===== config.mk =====
export PLATFORM = sky130hd
export DESIGN_NAME = control_unit
export DESIGN_NICKNAME = d
export VERILOG_FILES = /design/src/rtl/cpu_pkg.sv /design/src/rtl/control_rom.sv /design/src/rtl/control_unit.sv
export SDC_FILE = /design/constraint.sdc
export NUM_CORES = 1
export LEC_CHECK = 0
export BUFFER_PORTS_ARGS = -buffer_cell sky130_fd_sc_hd__buf_2
export CORE_MARGIN = 5
export CORE_UTILIZATION = 25
export CTS_BUF_LIST = sky130_fd_sc_hd__clkbuf_4 sky130_fd_sc_hd__clkbuf_8 sky130_fd_sc_hd__clkbuf_16
export CTS_CLUSTER_SIZE = 12
export DETAILED_ROUTE_END_ITERATION = 16
export GPL_TIMING_DRIVEN = 0
export PLACE_DENSITY_LB_ADDON = 0.08
export SLEW_MARGIN = 10
export SYNTH_ARGS = -nofsm -noshare
export SYNTH_HDL_FRONTEND = slang
export SYNTH_SLANG_ARGS = --single-unit

===== constraint.sdc =====
create_clock -name clk -period 3 [get_ports clk]
set_input_delay 0.15 -clock clk [delete_from_list [all_inputs] [get_ports clk]]
set_output_delay 0.15 -clock clk [all_outputs]
set_load 0.005 [all_outputs]

===== src/rtl/cpu_pkg.sv =====
// Shared CPU definitions: opcodes, control-word bit positions and microsteps.
package cpu_pkg;

  localparam int unsigned CTRL_W = 16;
  localparam int unsigned STEP_W = 3;
  localparam int unsigned OP_W   = 4;

  localparam logic [OP_W-1:0] OP_NOP = 4'b0000;
  localparam logic [OP_W-1:0] OP_LDA = 4'b0001;
  localparam logic [OP_W-1:0] OP_ADD = 4'b0010;
  localparam logic [OP_W-1:0] OP_SUB = 4'b0011;
  localparam logic [OP_W-1:0] OP_STA = 4'b0100;
  localparam logic [OP_W-1:0] OP_LDI = 4'b0101;
  localparam logic [OP_W-1:0] OP_JMP = 4'b0110;
  localparam logic [OP_W-1:0] OP_JC  = 4'b0111;
  localparam logic [OP_W-1:0] OP_JZ  = 4'b1000;
  localparam logic [OP_W-1:0] OP_OUT = 4'b1110;
  localparam logic [OP_W-1:0] OP_HLT = 4'b1111;

  localparam int unsigned CB_HLT = 15;
  localparam int unsigned CB_MI  = 14;
  localparam int unsigned CB_RI  = 13;
  localparam int unsigned CB_RO  = 12;
  localparam int unsigned CB_IO  = 11;
  localparam int unsigned CB_II  = 10;
  localparam int unsigned CB_AI  = 9;
  localparam int unsigned CB_AO  = 8;
  localparam int unsigned CB_EO  = 7;
  localparam int unsigned CB_SU  = 6;
  localparam int unsigned CB_BI  = 5;
  localparam int unsigned CB_OI  = 4;
  localparam int unsigned CB_CE  = 3;
  localparam int unsigned CB_CO  = 2;
  localparam int unsigned CB_J   = 1;
  localparam int unsigned CB_FI  = 0;

  localparam logic [STEP_W-1:0] T0 = 3'd0;
  localparam logic [STEP_W-1:0] T1 = 3'd1;
  localparam logic [STEP_W-1:0] T2 = 3'd2;
  localparam logic [STEP_W-1:0] T3 = 3'd3;
  localparam logic [STEP_W-1:0] T4 = 3'd4;

  // One-hot control word with only the given bit set.
  function automatic logic [CTRL_W-1:0] cbit(input int unsigned idx);
    return CTRL_W'(1) << idx;
  endfunction

endpackage


===== src/rtl/control_rom.sv =====
// Microcode ROM: (step, opcode, flags) -> control word plus last-step marker.
module control_rom
  import cpu_pkg::*;
#(
  parameter bit HALT_ON_UNDEF = 1'b0
) (
  input  logic [2:0]  step,
  input  logic [3:0]  opcode,
  input  logic        cf,
  input  logic        zf,
  output logic [15:0] ctrl,
  output logic        last
);

  logic [OP_W-1:0] op_eff;

  // Fold the undefined opcodes 1001-1101 onto NOP or HLT.
  always_comb begin
    op_eff = opcode;
    if (opcode >= 4'd9 && opcode <= 4'd13) op_eff = HALT_ON_UNDEF ? OP_HLT : OP_NOP;
  end

  // Microinstruction decode; unused slots give word 0 and end the instruction.
  always_comb begin
    ctrl = '0;
    last = 1'b0;
    case (step)
      T0: ctrl = cbit(CB_CO) | cbit(CB_MI);
      T1: ctrl = cbit(CB_RO) | cbit(CB_II) | cbit(CB_CE);
      T2: begin
        last = 1'b1;
        case (op_eff)
          OP_LDA, OP_ADD, OP_SUB, OP_STA: begin
            ctrl = cbit(CB_IO) | cbit(CB_MI);
            last = 1'b0;
          end
          OP_LDI: ctrl = cbit(CB_IO) | cbit(CB_AI);
          OP_JMP: ctrl = cbit(CB_IO) | cbit(CB_J);
          OP_JC:  if (cf) ctrl = cbit(CB_IO) | cbit(CB_J);
          OP_JZ:  if (zf) ctrl = cbit(CB_IO) | cbit(CB_J);
          OP_OUT: ctrl = cbit(CB_AO) | cbit(CB_OI);
          OP_HLT: ctrl = cbit(CB_HLT);
          default: ctrl = '0;
        endcase
      end
      T3: begin
        last = 1'b1;
        case (op_eff)
          OP_LDA: ctrl = cbit(CB_RO) | cbit(CB_AI);
          OP_ADD, OP_SUB: begin
            ctrl = cbit(CB_RO) | cbit(CB_BI);
            last = 1'b0;
          end
          OP_STA: ctrl = cbit(CB_AO) | cbit(CB_RI);
          default: ctrl = '0;
        endcase
      end
      T4: begin
        last = 1'b1;
        case (op_eff)
          OP_ADD: ctrl = cbit(CB_EO) | cbit(CB_AI) | cbit(CB_FI);
          OP_SUB: ctrl = cbit(CB_EO) | cbit(CB_AI) | cbit(CB_SU) | cbit(CB_FI);
          default: ctrl = '0;
        endcase
      end
      default: last = 1'b1;
    endcase
  end

endmodule


===== src/rtl/control_unit.sv =====
// Microcoded sequencer: step counter and halt latch around the microcode ROM.
module control_unit
  import cpu_pkg::*;
#(
  parameter bit HALT_ON_UNDEF = 1'b0
) (
  input  logic        clk,
  input  logic        clr,
  input  logic [3:0]  opcode,
  input  logic        cf,
  input  logic        zf,
  output logic [15:0] ctrl,
  output logic [2:0]  step,
  output logic        halted
);

  logic [CTRL_W-1:0] rom_ctrl;
  logic              rom_last;
  logic [STEP_W-1:0] step_n;
  logic              halted_n;

  control_rom #(.HALT_ON_UNDEF(HALT_ON_UNDEF)) u_rom (
    .step   (step),
    .opcode (opcode),
    .cf     (cf),
    .zf     (zf),
    .ctrl   (rom_ctrl),
    .last   (rom_last)
  );

  // Step and halt registers; clr aborts any instruction in flight.
  always_ff @(posedge clk or posedge clr) begin
    if (clr) begin
      step   <= T0;
      halted <= 1'b0;
    end else begin
      step   <= step_n;
      halted <= halted_n;
    end
  end

  // Next step: freeze when halted, recover from illegal values, wrap after the last step.
  always_comb begin
    step_n   = step;
    halted_n = halted;
    if (!halted) begin
      if (step > T4) begin
        step_n = T0;
      end else if (rom_ctrl[CB_HLT]) begin
        halted_n = 1'b1;
      end else if (rom_last) begin
        step_n = T0;
      end else begin
        step_n = STEP_W'(step + 3'd1);
      end
    end
  end

  // Halted override: only the hlt line stays asserted, no bus driver.
  always_comb begin
    ctrl = rom_ctrl;
    if (halted) ctrl = cbit(CB_HLT);
  end

endmodule

==> results of run 1 <==
==> registers in the layout, indices dropped and copies added, names as in the netlist <==
register and flops:
step 3, halted 1
==> kinds of logic after synthesis <==
| group | synth area share, % |
|---|---|
| adder cells (fa/ha/maj) | 10.5 |
| flip-flops | 16.9 |
| AND/OR/NAND/NOR | 32.7 |
| buffers and inverters | 15.0 |
| AO/OA/AOI/OAI | 23.2 |
| multiplexers | 1.69 |
==> critical path: cells and delay by family, from the launching register on <==
kind            cells  cell delay, ns
compound gates      1            0.11
fa+ha+maj           1            0.22
buf+inv             2            0.27
flops               1            0.41
simple gates        3            0.61
==> per-layer routing <==
| metal | global-route usage, % | wire (um) | up-vias | part of all wire [%] |
|---|---|---|---|---|
| met1 | 12.9 | 739 | 279 | 45 |
| met2 | 16.9 | 760 | 15 | 47 |
| met4 | 3.88 | 13 | 0 | 0.80 |
| met3 | 4.17 | 112 | 2 | 6.9 |
| li1 | - | - | 324 | - |
| met5 | 0 | 0 | - | 0 |
==> final timing paths <==
path | from | to | slack (ns) | cells past startpoint
max reg2reg | step[0] | step[0] | 1.32 | 6
max | step[0] | ctrl[8] | 1.0 | 7
min reg2reg | step[1] | step[1] | 0.56 | 2
min | opcode[3] | halted | 0.30 | 3
max in group asynchronous | clr | step[1] | 2.52 | 3
min in group asynchronous | clr | step[2] | 0.33 | 3
==> power groups by stage <==
stage	clock (uW)	combinational, uW	sequential (uW)
detailed placement	0	27.5	54.9
finish	67.1	28.7	54.3
global route	79.0	32.1	54.2
CTS	70.5	28.7	54.3
global placement	0	27.7	54.9
floorplan	0	21.4	54.9
==> layout make-up <==
cell class                      instances  share of cell area [%]
Buffer                                  7                    6.57
Clock buffer                            3                    2.88
Inverter                               10                    4.81
Multi-Input combinational cell         57                    51.8
Sequential cell                         4                    12.8
Tap cell                               28                    4.49
Timing Repair Buffer                   25                    16.7
==> repair_timing <==
action	CTS	global route
setup buffers	0	0
hold buffers	1	0
hold endpoints to repair	4	0
setup endpoints to repair	0	0
==> placed cells by master (no fill, tap or decap), types with 3 or more instances in the layout <==
cell type | netlist | final
sky130_fd_sc_hd__clkbuf_4 | 0 | 3
sky130_fd_sc_hd__ha_1 | 5 | 5
sky130_fd_sc_hd__nand2b_1 | 3 | 3
sky130_fd_sc_hd__dfrtp_1 | 4 | 4
sky130_fd_sc_hd__nor2_1 | 5 | 5
sky130_fd_sc_hd__buf_2 | 2 | 26
sky130_fd_sc_hd__nor3_1 | 9 | 9
sky130_fd_sc_hd__inv_1 | 10 | 10
sky130_fd_sc_hd__nand2_1 | 6 | 6
==> stage by stage <==
stage / utilization (%) / hold slack [ns] / instance area, um2 / setup WS [ns]
CTS: 35.0 / 0.299 / 781 / 0.946
detailed placement: 33.5 / 0.0347 / 748 / 1.22
global route: 35.0 / 0.302 / 781 / 0.783
floorplan: - / -0.0839 / 593 / 1.55
global placement: 33.5 / 0.0325 / 748 / 1.29
finish: 35.0 / 0.305 / 781 / 0.995
==> impl.org, run 1 <==
** Synth
- Cell types with the highest counts after synthesis :: 10 x sky130_fd_sc_hd__inv_1, 9 x sky130_fd_sc_hd__nor3_1, 6 x sky130_fd_sc_hd__nand2_1, 5 x sky130_fd_sc_hd__ha_1, 5 x sky130_fd_sc_hd__nor2_1
- By area the synthesized netlist is led by sky130_fd_sc_hd__dfrtp_1 17%, sky130_fd_sc_hd__ha_1 11%, sky130_fd_sc_hd__nor3_1 7.6%.
- In the synthesized netlist, the number of instances is 78.
- Number of synthesized flops with an enable pin :: 0
- Number of synthesized register bits :: 4
- Synthesized Nets :: 91
- Synth Cell Area :: 593 um2
- Dominant cell by count in the synthesized netlist :: sky130_fd_sc_hd__inv_1
- Most frequently used flop master after synthesis :: sky130_fd_sc_hd__dfrtp_1
- Asr flop ratio synth :: 100%
- Count of unique library cells instantiated by Yosys :: 34
- Sequential element share of the synthesized area :: 16.9%
- sky130_fd_sc_hd__dfrtp_1 takes more of the synthesized area than any other cell.
- Average cell area after synthesis :: 7.60 um2
- The share of synthesized area in the top cell type comes to 16.9%.
- Number of warnings reported in the yosys synthesis log :: 0

** Floorplanning
- The floorplan step defined a die boundary enclosing 3450 um2.
- The die is 58.7 um tall.
- Total I/O pin count :: 28
- Once the floorplan was initialized, standard cells occupied 26.6% of the core.
- # rows :: 17
- Horizontal die dimension :: 58.7 um
- The floorplan step defined a core boundary enclosing 2230 um2.

** Finish
- Of the cells placed in the final design, the portion with a size suffix greater than 1 is 39.6%.
- Final net count :: 121
- Area of the multi-input gates :: 404 um2
- From synthesis to final layout, the design area changed by 31.6%.
- Filler-free cell count of the finished design :: 134
- FF/Latch Area :: 100 um2
- 0 antenna diodes ended up in the layout.
- Fill cells in the final layout number 246.

** Clock network
- Maximum count of clock buffers along a single path :: 2
- TritonCTS built the clock tree.
- Cell chosen for the clock root :: sky130_fd_sc_hd__clkbuf_4
- Clock-pin slew on the worst setup and hold paths :: 0.04 ns
- In this run the number of H-tree levels came out at 1.
- Number of buffers created by CTS :: 3
- The clock drives 4 sinks.
- Insertion delay to the later sink of the worst-skew pair :: 0.24 ns
- Post-cts sizing count :: 0

** Global route
- Across every metal layer, demand over resource in global routing totals 10.6%.
- Antenna violations before repair :: 0
- Global-route wire length before repair :: 2770 um
- For this run the aggregate overflow at the end of global routing stands at 0.
- Entering global routing, the biggest net connects 11 pins.
- The via count of the first global-routing pass was 613.

** Detailed routing
- After detailed routing, the number of remaining DRC violations is 0.
- Drt pass-1 iters :: 4
- Vias/cell :: 4.63
- After the first detailed-routing iteration, the DRC count stood at 7.
- The detailed router placed 620 vias in this run.
- Once detail routing completed, the nets flagged for antenna violations numbered 0.
- In the final routed layout, each cell accounts on average for 12.1 um.
- Final wirelength :: 1630 um

** Place
- In this run, placement finished with an instance count of 130.
- Routability-driven placement finished with a final weighted congestion of 0.723.
- Port buffering added 24 buffers.
- Detailed placement HPWL :: 1300 um

** STA
- The worst pin sits at a relative slew slack of 66.6%.
- Peak Freq :: 499 MHz
- Crit share post-route :: 66.8%
- Count of pins over their slew limit :: 0
- The count of endpoints failing hold in the final timing report came to 0.
- Final Critical Period :: 2.00 ns
- For the pin with the worst max-slew slack, the measured transition is 0.501 ns.
- Sum of negative setup slack :: 0 ns
- For the final database, setup skew stands at 0.00482 ns.
- Setup violations remaining at the end of the flow were counted as 0.
- Setup repair after global routing missed its margin :: false

** Pwr
- The clock network accounts for 44.7% of the total power.
- Net Sw Power :: 38.7 uW
- Portion of total power attributed to sequential cells :: 36.2%
- Net switching is 25.8% of the power.
- The analysis attributes to cell leakage a power of 0.000372 uW.
- Overall power after layout :: 150 uW
- Power share of the combinational group :: 19.1%
- VDD sags by at most 251 uV.
- Cell Pwr Density :: 192 nW/um2
- Cell internal power was estimated by the tool at 111 uW.

** Worst setup path
- Along the worst path, the maximum fanout reaches 6.
- At the worst endpoint, the arrival time is 1.85 ns.
- Crit. End Element :: output pin
- Cells along the critical path :: inv_1, ha_1, nand2b_1, nor2_1, a31oi_1, nor3b_1, buf_2
- Critical path class :: reg -> out
- The slowest stage of the critical path is the sky130_fd_sc_hd__dfrtp_1 cell.
- The worst setup path is launched from a register.
- On the worst path, the slowest cell contributes a delay of 0.41 ns.
- Required time of the critical path :: 2.85 ns

** Worst hold path
- Class of the worst hold path :: in -> reg

** Job
- Across the run, the number of max-cap violations was 0.

** Outcome
- Run status :: completed
Power figures use the tool's default switching activity.
==> run 2, diff against run 1 <==
clock period = 2.01 ns   (was 3 ns; I/O delays follow)
==> run 2 against run 1 <==
Net effect: total power up 49%; first-iteration DRC count fell by 43%; wire length decreased by 1.0%; final area grew 1.4%; worst setup slack got worse by 0.79 ns; sequential power increased by 49%; final cell count did not move; clock skew is essentially flat; via count is 0.48% higher; worst hold slack worse by 0.052 ns; largest power group unchanged; highest routed layer unchanged.
==> impl.org, run 2 (synthesis results as in run 1) <==
** Global route
- The wire length of the first global-routing pass was 2770 um (unchanged).
- Remaining global-route overflow :: 0 (unchanged)
- The initial antenna violation count came to 0 (unchanged).
- The via count of the first global-routing pass came to 613 (unchanged).
- The maximum number of pins on one net before global-route repair came to 11 (unchanged).
- All-layer global routing usage :: 10.6% (unchanged)

** Place
- The cell area after placement was 748 um2 (unchanged).
- Detailed placement HPWL :: 1300 um (unchanged)
- The worst setup slack before clock tree synthesis is 0.281 ns (-0.940 ns).
- The port buffer count is 24 (unchanged).
- The weighted congestion at the end of routability-driven global placement came to 0.723 (unchanged).

** STA
- The maximum clock skew at final layout came to 0.00482 ns (-0.00000244 ns).
- The count of endpoints failing hold in the final timing report came to 0 (unchanged).
- Crit share post-route :: 89.7%
- The slew of the pin with the lowest slew margin was 0.493 ns (-0.00795 ns).
- Number of setup violations in the final report :: 0 (unchanged)
- Sum of negative setup slack :: 0 ns (unchanged)
- Setup repair after global routing left no endpoint under its margin.
- Peak Freq :: 555 MHz
- Worst hold slack across all endpoints :: 0.253 ns (-0.0519 ns)
- Final Critical Period :: 1.80 ns
- The setup slack after layout was 0.207 ns (-0.788 ns).
- Max transition margin :: 67.1% (+0.53 points)
- The total count of max-transition violations in the final report is 0 (unchanged).

** Worst setup path
- STA classifies the critical path endpoint as an output pin.
- The biggest fanout along the worst timing path came to 6 (unchanged).
- Setup crit start kind :: register
- Data arrival at the endpoint of the critical path :: 1.70 ns (-0.15 ns)
- The biggest cell delay along the critical path came to 0.41 ns (about the same).
- Critical-path top delay cell :: sky130_fd_sc_hd__dfrtp_1
- Worst path top cell family by delay :: simple AND/OR/NAND/NOR gates
- Required time of the critical path :: 1.91 ns (-0.94 ns)
- Critical path class :: reg -> out
- The minimum setup slack among reg-to-reg paths was 0.37 ns (-0.95 ns).
- The critical path buffer and inverter count was 2 (unchanged).
- The critical path goes through inv_1, ha_1, nand2b_2, nor2_2, a31oi_1, nor3b_2, buf_2.

** Clock network
- Cell chosen for the clock root :: sky130_fd_sc_hd__clkbuf_4
- The depth of the CTS H-tree came to 1 (unchanged).
- The clock slew seen by the registers of the worst setup and hold paths was 0.04 ns (about the same).
- The number of buffers created by CTS is 3 (unchanged).
- The number of clock sinks is 4 (unchanged).
- Insertion delay to the later sink of the worst-skew pair :: 0.24 ns (about the same)
- The maximum buffer depth of the clock tree is 2 (unchanged).
- TritonCTS built the clock tree.

** Finish
- The antenna diode count was 0 (unchanged).
- Most used cells in the layout excluding fill and tap cells :: 26 x sky130_fd_sc_hd__buf_2, 10 x sky130_fd_sc_hd__inv_1, 9 x sky130_fd_sc_hd__nor3_1, 6 x sky130_fd_sc_hd__nand2_1, 5 x sky130_fd_sc_hd__ha_1
- Total non-filler cell area in the finished layout :: 792 um2 (+1.4%)
- Final net count :: 121 (unchanged)
- Ranked by flip-flop count, first place goes to step.
- Top Registers :: step: 3 flops, halted: 1 flops
- The layout cell share with drive strength beyond 1 was 43.4% (+3.8 points).
- Area delta synth->final :: 33.5%
- The number of flip-flops under the largest register name came to 3 (unchanged).
- The final-layout fill cell count came to 246 (unchanged).
- The library cell used most frequently in the layout, excluding fill and tap cells, is sky130_fd_sc_hd__buf_2.

** Pwr
- Worst VDD drop :: 375 uV (+49%)
- Cell Pwr Density :: 283 nW/um2 (+47%)
- Static Leak :: 0.000374 uW (+0.60%)

** Floorplanning
- Die Y :: 58.7 um (unchanged)
- The floorplan core area came to 2230 um2 (unchanged).
- The I/O pin count came to 28 (unchanged).
- The number of core rows came to 17 (unchanged).
- Horizontal die dimension :: 58.7 um (unchanged)
- Initial Util :: 26.6% (unchanged)
- Total Die Area :: 3450 um2 (unchanged)

** Job
- Max-capacitance violation count :: 0 (unchanged)

** Worst hold path
- The worst hold path belongs to the class in -> reg.

** Outcome
- The flow ran to the end, and the final reports show no timing, DRC or antenna violations.

** Detailed routing
- Initial drt markers :: 4 (-3)
- Drt pass-1 iters :: 4 (unchanged)
- Detail-routed net length per standard cell :: 12.0 um (-1.0%)
- The count of vias placed by the detailed router was 623 (+0.48%).
- The number of vias per cell was 4.65 (+0.48%).
- Final wirelength :: 1610 um (-1.0%)
- Number of routed nets with antenna violations :: 0 (unchanged)
- DRC :: 0 (unchanged)
## run 2: cell counts in the layout (fill, tap and decap cells not counted)
No cell type changed its count.
## run 2: metal layers
| layer | global-route usage, % | vias to the layer above | wire length [um] | part of all wire [%] |
|---|---|---|---|---|
| li1 | - | 323 | - | - |
| met5 | 0 | - | 0 | 0 |
| met4 | 3.88 | 0 | 13 | 0.81 |
| met1 | 12.9 | 283 | 720 | 45 |
| met2 | 16.9 | 15 | 771 | 48 |
| met3 | 4.17 | 2 | 103 | 6.4 |
## run 2: cell type report
class | instances | area (um2) | area share, %
Timing Repair Buffer | 25 | 130 | 16.4
Inverter | 10 | 37.5 | 4.74
Clock buffer | 3 | 22.5 | 2.84
Sequential cell | 4 | 101 | 12.8
Tap cell | 28 | 35.0 | 4.42
Multi-Input combinational cell | 57 | 414 | 52.3
Buffer | 7 | 51.3 | 6.48
## run 2: worst register-to-register path, cell delays in order, from the launching register on
cell                       delay (ns)
sky130_fd_sc_hd__dfrtp_1         0.41
sky130_fd_sc_hd__inv_1           0.12
sky130_fd_sc_hd__ha_1            0.24
sky130_fd_sc_hd__nand2b_2        0.14
sky130_fd_sc_hd__o31ai_2         0.37
sky130_fd_sc_hd__nand2b_1        0.16
sky130_fd_sc_hd__o21ai_0         0.07
## run 2: worst paths after layout
kind | startpoint | end | cells after the start
min in group asynchronous | clr | halted | 3
hold reg to reg | step[1] | step[1] | 2
setup / recovery | step[0] | ctrl[8] | 7
max in group asynchronous | clr | step[2] | 3
hold / removal | opcode[3] | halted | 3
setup reg to reg | step[0] | step[0] | 6
## run 2: timing repair
item | CTS | global route
hold endpoints to repair | 4 | 0
gates resized for setup | 0 | 5
setup endpoints to repair | 0 | 2
hold buffers | 1 | 0
buffers inserted | 0 | 0
## run 2: stage by stage
| step | total power, uW | cells | util, % |
|---|---|---|---|
| 2_1_floorplan | 114 | 78 | - |
| 3_3_place_gp | 123 | 130 | 33.5 |
| 3_5_place_dp | 123 | 130 | 33.5 |
| 4_1_cts | 229 | 134 | 35.0 |
| 5_1_grt | 247 | 134 | 35.5 |
| 6_report | 224 | 134 | 35.5 |
## run 2: where the power goes
| part | switching, uW | internal, uW | total [uW] |
|---|---|---|---|
| clock | 33.4 | 66.8 | 100 |
| combinational | 24.4 | 18.5 | 42.9 |
| sequential | 0 | 81.0 | 81.0 |
==> run 3, diff against run 2 <==
PLACE_DENSITY = 0.45   (was default)
PLACE_DENSITY_LB_ADDON = default   (was 0.08)
==> run 3 against run 2 <==
Net effect: fmax decreased by 2.0%; non-clock buffer count is the same; register-to-register slack better by 0.02 ns; largest power group unchanged; global-route usage decreased by 0.39 points; final cell count did not move; clock skew decreased by 0.0012 ns.
==> impl.org, run 3 (synthesis results as in run 1) <==
** Global route
- Global-route wire length before repair :: 2760 um (-0.22%)
- Number of global-route vias before repair :: 649 (+5.9%)
- The aggregate global-route resource usage came to 10.2% (-0.39 points).
- The initial antenna violation count was 0 (unchanged).
- The total congestion overflow after global routing is 0 (unchanged).
- The maximum number of pins on one net before global-route repair is 11 (unchanged).

** Floorplanning
- Total Die Area :: 3450 um2 (unchanged)
- The effective utilization at floorplan was 26.6% (unchanged).
- The floorplan core area is 2230 um2 (unchanged).
- The chip width is 58.7 um (unchanged).
- The die outline height was 58.7 um (unchanged).
- The number of core rows was 17 (unchanged).
- The I/O pin count was 28 (unchanged).

** STA
- Count of pins over their slew limit :: 0 (unchanged)
- Final hold violation count :: 0 (unchanged)
- Setup repair after global routing left no endpoint under its margin.
- Final critical-path setup slack :: 0.171 ns (-0.0365 ns)
- The total negative slack for setup checks was 0 ns (unchanged).
- The maximum clock skew at final layout came to 0.00361 ns (-0.00120 ns).
- The share of the clock period used by the worst path after layout was 91.5% (+1.8 points).
- The max-slew headroom at the worst pin came to 65.2% (-1.9 points).
- The number of failing setup endpoints in the final timing report was 0 (unchanged).
- The maximum clock rate is 544 MHz (-2.0%).
- The final critical-path required period was 1.84 ns (+0.0365 ns).
- The slew of the pin with the lowest slew margin came to 0.522 ns (+0.0292 ns).

** Place
- Detailed placement HPWL :: 1300 um (-0.24%)
- The port buffer count is 24 (unchanged).
- GP Congestion :: 0.757 (+4.6%)
- Pre-CTS WS :: 0.351 ns (+0.0697 ns)

** Outcome
- The run finished with clean final reports.

** Clock network
- The number of clock sinks is 4 (unchanged).
- Number of buffers created by CTS :: 3 (unchanged)
- The clock insertion delay at the later pin of the skew report is 0.24 ns (about the same).
- Post-CTS Repair Setup Buffers :: 0 (unchanged)
- CTS tree :: yes
- The tree is rooted in a sky130_fd_sc_hd__clkbuf_4.
- The maximum buffer depth of the clock tree was 2 (unchanged).
- The depth of the CTS H-tree came to 1 (unchanged).
- Clock-pin slew on the worst setup and hold paths :: 0.04 ns (about the same)

** Detailed routing
- Initial drt markers :: 9 (+5)
- The final wirelength came to 1600 um (-0.37%).
- The detail-routed net length per standard cell was 12.0 um (-0.37%).
- The count of nets left with antenna violations after detail routing was 0 (unchanged).
- Vias after detailed routing :: 615 (-1.3%)
- DRC :: 0 (unchanged)
- Vias/cell :: 4.59 (-1.3%)
- The number of search-and-repair iterations in the first detailed-routing pass is 4 (unchanged).

** Finish
- Area delta synth->final :: 32.7%
- The layout cell share with drive strength beyond 1 was 41.5% (-1.9 points).
- The number of flip-flops under the largest register name is 3 (unchanged).
- The number of nets in the layout is 121 (unchanged).
- Area of the multi-input gates :: 410 um2 (-0.91%)
- Antenna diode count :: 0 (unchanged)
- The library cell used most frequently in the layout, excluding fill and tap cells, is sky130_fd_sc_hd__buf_2.
- In the layout the commonest cells are 26 x sky130_fd_sc_hd__buf_2, 10 x sky130_fd_sc_hd__inv_1, 9 x sky130_fd_sc_hd__nor3_1, 6 x sky130_fd_sc_hd__nand2_1.
- Largest register by flop count :: step
- Top Registers :: step: 3 flops, halted: 1 flops
- Fill cells :: 250 (+1.6%)
- The sequential standard cell area was 100 um2 (-1.2%).

** Worst hold path
- In this run the most critical hold path is launched from opcode[3].
- Worst Hold End :: halted
- The count of cells along the worst hold path was 3 (unchanged).
- The path class of the tightest hold or removal check is in -> reg.

** Worst setup path
- The biggest fanout along the worst timing path came to 6 (unchanged).
- Data arrival at the endpoint of the critical path :: 1.74 ns (+0.04 ns)
- Reg-to-reg critical path endpoint :: step[0]
- Reg2Reg Setup Slack :: 0.39 ns (+0.02 ns)
- The worst setup path is captured at an output pin.
- The startpoint identified for the worst register-to-register timing path is step[0].
- Required time of the critical path :: 1.91 ns (about the same)
- The number of cells traversed by the worst register-to-register path is 6 (unchanged).
- The worst setup path is launched from a register.
- Critical path class :: reg -> out

** Job
- The number of maximum-capacitance violations is 0 (unchanged).

** Pwr
- Cell Pwr Density :: 284 nW/um2 (+0.21%)
- Static Leak :: 0.000373 uW (-0.42%)
- Worst VDD drop :: 486 uV (+30%)
## run 3: cell types whose count changed in the layout (fill, tap and decap cells not counted)
cell,delta
sky130_fd_sc_hd__a21boi_0,+1
sky130_fd_sc_hd__a21boi_1,-1
sky130_fd_sc_hd__a21oi_1,-1
sky130_fd_sc_hd__a21oi_2,+1
sky130_fd_sc_hd__dfrtp_1,+1
sky130_fd_sc_hd__dfrtp_2,-1
sky130_fd_sc_hd__nor2_1,+1
sky130_fd_sc_hd__nor2_2,-1
sky130_fd_sc_hd__nor3b_1,+1
sky130_fd_sc_hd__nor3b_2,-1
## run 3: worst max-delay path by stage
stage | from | endpoint | cells after the start
3_3_place_gp | step[0] | step[0] | 6
6_report | step[0] | ctrl[8] | 7
2_1_floorplan | step[0] | step[0] | 6
5_1_grt | step[0] | ctrl[6] | 5
3_5_place_dp | step[0] | step[0] | 6
4_1_cts | step[0] | ctrl[8] | 7
## run 3: through the flow
stage	util (%)	cells	total power, uW	hold slack [ns]	area (um2)
after CTS	35.0	134	227	0.249	781
after global routing	35.2	134	243	0.257	787
after floorplan	-	78	114	-0.133	593
final	35.2	134	223	0.251	787
after global placement	33.5	130	123	-0.0150	748
after detailed placement	33.5	130	123	-0.0112	748
## run 3: what timing repair did
action / in CTS / in global routing
setup endpoints to repair: 0 / 2
hold buffers: 1 / 0
resized for setup: 0 / 2
endpoints found under the hold margin: 4 / 0
## run 3: power by group
part / switching [uW] / internal, uW / leakage (uW)
Sequential: 0 / 81.0 / 0.0000455
Combinational: 23.9 / 18.4 / 0.000313
Clock: 33.1 / 66.8 / 0.0000138
Total: 57.0 / 166 / 0.000373
## run 3: worst max-delay path: stages, from the launching register on
cell,delay (ns)
sky130_fd_sc_hd__dfrtp_1,0.41
sky130_fd_sc_hd__inv_1,0.12
sky130_fd_sc_hd__ha_1,0.24
sky130_fd_sc_hd__nand2b_2,0.13
sky130_fd_sc_hd__nor2_1,0.17
sky130_fd_sc_hd__a31oi_1,0.11
sky130_fd_sc_hd__nor3b_1,0.18
sky130_fd_sc_hd__buf_2,0.14
## run 3: layout make-up
cell class / instances / share of cell area (%)
Multi-Input combinational cell: 57 / 52.1
Timing Repair Buffer: 25 / 16.5
Sequential cell: 4 / 12.7
Buffer: 7 / 6.52
Inverter: 10 / 4.77
Tap cell: 28 / 4.45
Clock buffer: 3 / 2.86
## run 3: layer usage
layer	track usage [%]	vias up	share of wire (%)	wire [um]
met5	0	-	0	0
met4	0.971	0	0	0
met2	17.2	17	47	750
met3	5.92	0	10	161
li1	-	325	-	-
met1	11.6	273	43	691
